--- src/rtl/pipe_hazard_ctrl.sv ---
// Central hazard/stall controller: sequences PC/IF-ID stalls, IF-ID flushes and
// ID/EX bubbles for load-use hazards, multi-cycle EX ops and taken branches.
module pipe_hazard_ctrl #(
  parameter int BR_FLUSH_CYCLES    = 1,
  parameter int MUL_CYCLES         = 4,
  parameter int LOAD_STALL_CYCLES  = 1,
  parameter int ZERO_REG_HARDWIRED = 0,
  parameter int CNT_W              = 16
) (
  input  logic             clk,
  input  logic             rst_n,
  input  logic             ifid_valid,
  input  logic [2:0]       ifid_reg1,
  input  logic [2:0]       ifid_reg2,
  input  logic             ifid_immFlag,
  input  logic             idex_valid,
  input  logic             idex_is_load,
  input  logic [2:0]       idex_regD,
  input  logic             ex_branch_taken,
  input  logic             ex_mul_start,
  output logic             pc_stall,
  output logic             ifid_stall,
  output logic             ifid_flush,
  output logic             idex_bubble,
  output logic             ex_busy,
  output logic [1:0]       state_o,
  output logic [CNT_W-1:0] stall_cycles,
  output logic [CNT_W-1:0] flush_events
);

  typedef enum logic [1:0] {
    RUN        = 2'd0,
    LOAD_STALL = 2'd1,
    MUL_BUSY   = 2'd2,
    FLUSH      = 2'd3
  } state_t;

  // The counter holds the number of extra Moore cycles left after the current one.
  localparam logic [3:0] BR_LOAD  = 4'((BR_FLUSH_CYCLES   > 1) ? BR_FLUSH_CYCLES - 2   : 0);
  localparam logic [3:0] MUL_LOAD = 4'((MUL_CYCLES        > 2) ? MUL_CYCLES - 3        : 0);
  localparam logic [3:0] LU_LOAD  = 4'((LOAD_STALL_CYCLES > 1) ? LOAD_STALL_CYCLES - 2 : 0);

  state_t     state;
  logic [3:0] count;
  logic       src_hit;
  logic       zero_masked;
  logic       lu;

  assign src_hit     = (idex_regD == ifid_reg1) || (!ifid_immFlag && (idex_regD == ifid_reg2));
  assign zero_masked = (ZERO_REG_HARDWIRED != 0) && (idex_regD == 3'd0);
  assign lu          = ifid_valid && idex_valid && idex_is_load && src_hit && !zero_masked;
  assign state_o     = state;

  always_comb begin
    pc_stall    = 1'b0;
    ifid_stall  = 1'b0;
    ifid_flush  = 1'b0;
    idex_bubble = 1'b0;
    ex_busy     = 1'b0;
    if (rst_n) begin
      unique case (state)
        RUN: begin
          if (ex_branch_taken) begin
            ifid_flush  = 1'b1;
            idex_bubble = 1'b1;
          end else if (ex_mul_start) begin
            pc_stall    = 1'b1;
            ifid_stall  = 1'b1;
            idex_bubble = 1'b1;
            ex_busy     = 1'b1;
          end else if (lu) begin
            pc_stall    = 1'b1;
            ifid_stall  = 1'b1;
            idex_bubble = 1'b1;
          end
        end
        LOAD_STALL: begin
          pc_stall    = 1'b1;
          ifid_stall  = 1'b1;
          idex_bubble = 1'b1;
        end
        MUL_BUSY: begin
          pc_stall    = 1'b1;
          ifid_stall  = 1'b1;
          idex_bubble = 1'b1;
          ex_busy     = 1'b1;
        end
        FLUSH: begin
          ifid_flush  = 1'b1;
          idex_bubble = 1'b1;
        end
        default: ;
      endcase
    end
  end

  always_ff @(posedge clk) begin
    if (!rst_n) begin
      state        <= RUN;
      count        <= 4'd0;
      stall_cycles <= '0;
      flush_events <= '0;
    end else begin
      if (pc_stall && (stall_cycles != '1))
        stall_cycles <= stall_cycles + CNT_W'(1);
      unique case (state)
        RUN: begin
          if (ex_branch_taken) begin
            if (flush_events != '1)
              flush_events <= flush_events + CNT_W'(1);
            if (BR_FLUSH_CYCLES > 1) begin
              state <= FLUSH;
              count <= BR_LOAD;
            end
          end else if (ex_mul_start) begin
            if (MUL_CYCLES > 2) begin
              state <= MUL_BUSY;
              count <= MUL_LOAD;
            end
          end else if (lu) begin
            if (LOAD_STALL_CYCLES > 1) begin
              state <= LOAD_STALL;
              count <= LU_LOAD;
            end
          end
        end
        default: begin
          if (count == 4'd0)
            state <= RUN;
          else
            count <= count - 4'd1;
        end
      endcase
    end
  end

endmodule

--- config.mk ---
export PLATFORM = sky130hd
export DESIGN_NAME = pipe_hazard_ctrl
export DESIGN_NICKNAME = d
export VERILOG_FILES = /design/src/rtl/pipe_hazard_ctrl.sv
export SDC_FILE = /design/constraint.sdc
export NUM_CORES = 1
export LEC_CHECK = 0
export ABC_AREA = 1
export CORE_MARGIN = 2
export CORE_UTILIZATION = 41
export CTS_CLUSTER_DIAMETER = 40
export DETAILED_ROUTE_END_ITERATION = 6
export GPL_ROUTABILITY_DRIVEN = 1
export PLACE_DENSITY = 0.8
export SLEW_MARGIN = 20
export SYNTH_ARGS = -nofsm -noshare
export SYNTH_HDL_FRONTEND = slang
export SYNTH_SLANG_ARGS = --single-unit
--- constraint.sdc ---
create_clock -name clk -period 1.56 [get_ports clk]
set_input_delay 0.156 -clock clk [delete_from_list [all_inputs] [get_ports clk]]
set_output_delay 0.156 -clock clk [all_outputs]
set_load 0.01 [all_outputs]
==> out/metrics.csv <==
metric;value;unit
share of cells above drive strength 1;25.5;%
startpoint types;flop;
CTS buffer count;5;
final instance area;0.00357;mm2
area of the multi-input gates;0.00151;mm2
fmax;657;MHz
GRT Overall Usage;21.5;%
# diodes;0;
crit share post-route;97.6;%
Post-CTS Hold Buffers;0;
initial cell density of the core;42.7;%
1st-pass router iterations;5;
die height;80.0;um
crit path DAT;1.69;ns
DR WL/cell;12.8;um
Leak;1.46;nW
die area;0.00640;mm2
Final ANT Viol Nets;0;
io pins;56;
grt total ovfl;0;
Synth area leaders;dfxtp_1 31%, nand2_1 13%, inv_1 7.0%;
H-tree depth;2;
number of antenna violations at the first check in global routing;0;
Top Metal Used;met4;
cell with the most instances after synthesis;nand2_1;
die width;80.0;um
final hold vios;0;
Mapped Nets;375;
final WL;6.74;mm
Worst Skew;0.0139;ns
main flop type after synthesis;dfxtp_1;
dominant cell type by area after synthesis;dfxtp_1;
initial drt markers;165;
mapped cell area;0.00237;mm2
sequential cell area;758;um2
CTS tree;done;
Final min period;1.52;ns
CP cell instances;ha_4 -> nand3_4 -> nor2_4 -> nand2_4 -> nor2_4 -> nand3_4 -> buf_8 -> nand4_1 -> a21oi_2;
Max Fanout on Critical Path;7;
first-pass GRT wire length;11.3;mm
Final GP Congestion;0.856;
Worst-Skew Late Latency;0.29;ns
post-DP HPWL;4.76;mm
via-per-instance ratio;5.21;
Slew Viols, Final;0;
vias in the first global route;2674;
Post-synth EDFFs;0;
Layout fillers;469;
Synth cell types;30;
fin cells;527;
fin util;64.5;%
sequential share of the synthesized area;31.3;%
total power;2.24;mW
Root Driver;clkbuf_8;
Setup CP Type;reg2reg;
average size of a mapped cell;6.69;um2
DP Area;0.00328;mm2
Area growth, synth to finish;51.0;%
DR WL met3;409;um
HP Class;reg2reg;
RSZ-0062 raised after global routing;true;
Worst IR Drop VDD;375;uV
post-route setup TNS;0;ns
outcome;complete, no violations;
Async S/R FF share, synth;0;%
# clock sinks;37;
post-synth top area share;31.3;%
max capacitance violation total;0;
list of most frequent post-synthesis cells;85 x nand2_1, 44 x inv_1, 41 x nor2_1;
placed cells;513;
port bufs;54;
Syn. warnings;0;
CORE AREA;0.00554;mm2
Final setup viols;0;
Clock Path Buffers;2;
Critical Path Max Stage Delay;0.38;ns
slowest CP cell;dfxtp_4;
Crit. End Element;flop;
clk slew on worst S/H paths;0.08;ns
Post-Route M1 WL;2.87;mm
Worst EP required;1.72;ns
largest net degree at the start of global routing;25;
Via Count;2748;
routed length on met2;3.37;mm
Yosys reg bits;37;
pwr dens;628;mW/mm2
drt drc;0;
Core Rows;27;
layout net count;475;
Gate Count Post-Synth;354;
## report_power, final
| group | switching (mW) | internal (mW) |
|---|---|---|
| Clock | 0.369 | 0.520 |
| Sequential | 0.0198 | 0.966 |
| Combinational | 0.201 | 0.168 |
## cells by family (layout without fill, tap and decap cells)
family / count (synthesis) / in the layout / synth area share [%]
AOI/OAI and AO/OA: 40 / 40 / 10.1
xor gates and xnor gates: 17 / 17 / 6.29
adders and majority gates: 4 / 4 / 2.11
buffers and inverters: 56 / 155 / 10.1
DFF: 37 / 37 / 31.3
other: 1 / 1 / 0.158
and+or+nand+nor: 199 / 201 / 39.9
## metrics by stage
step	setup WS, ns	hold slack (ns)
after detailed placement	-0.502	0.485
after global placement	-0.384	0.478
after CTS	-0.131	0.498
final	0.0375	0.498
after global routing	-0.0420	0.541
after floorplan	-0.0455	0.425
## cells in the final DEF, fill, tap and decap left out, types with 2 or more instances in the layout
master	n
a211oi_1	3
a21oi_1	17
a21oi_2	9
and3_1	2
buf_2	2
buf_4	45
buf_6	2
clkbuf_2	2
clkbuf_8	6
clkdlybuf4s50_1	40
dfxtp_1	27
dfxtp_2	8
dfxtp_4	2
dlygate4sd2_1	3
dlymetal6s2s_1	6
ha_1	2
ha_4	2
inv_1	42
nand2_1	82
nand2_2	11
nand3_1	16
nand3_2	2
nand3_4	4
nand4_1	22
nor2_1	35
nor2_2	5
nor2_4	5
nor3_1	10
nor3_2	2
nor3b_1	2
o21ai_0	7
o21ai_1	2
xnor2_1	8
xor2_1	9
## worst max-delay path, delay by kind of cell, from the launching register on
| kind | cells | cell delay [ns] |
|---|---|---|
| AOI/OAI and AO/OA | 1 | 0.06 |
| adders and majority gates | 1 | 0.15 |
| and+or+nand+nor | 6 | 0.63 |
| buffers and inverters | 1 | 0.19 |
| DFF | 1 | 0.38 |
## worst paths after layout
path                                         to  slack [ns]  cells past startpoint            start
worst max register to register  stall_cycles[6]        0.04                      9  stall_cycles[1]
worst min-delay path                   count[3]        0.50                      2         count[3]
worst min register to register         count[3]        0.50                      2         count[3]
worst max-delay path            stall_cycles[6]        0.04                      9  stall_cycles[1]
## flip-flops by register name (all words and copies together), names as in the netlist
signal / flops
flush_events: 16
state_o: 1
stall_cycles: 16
count: 4
## area by class of cell
cell class              instances  area share (%)
inverters                      44            4.69
clock buffers                   6            2.31
repair buffers                103            26.1
clock inverters                 2            1.05
well taps                      72            2.52
flip-flops and latches         37            21.2
multi-input cells             263            42.1
## timing repair
| action | CTS | global route |
|---|---|---|
| setup endpoints to repair | 24 | 34 |
| pin swaps | 1 | 16 |
| resized for setup | 22 | 43 |
| setup buffers | 0 | 3 |
| gates cloned | 1 | 2 |
## routing by layer
metal	up-vias	track usage [%]
met5	-	0
met4	0	6.78
met3	12	3.96
met2	114	38.9
met1	1277	25.5
li1	1345	-
(Power assumes the default switching activity.)
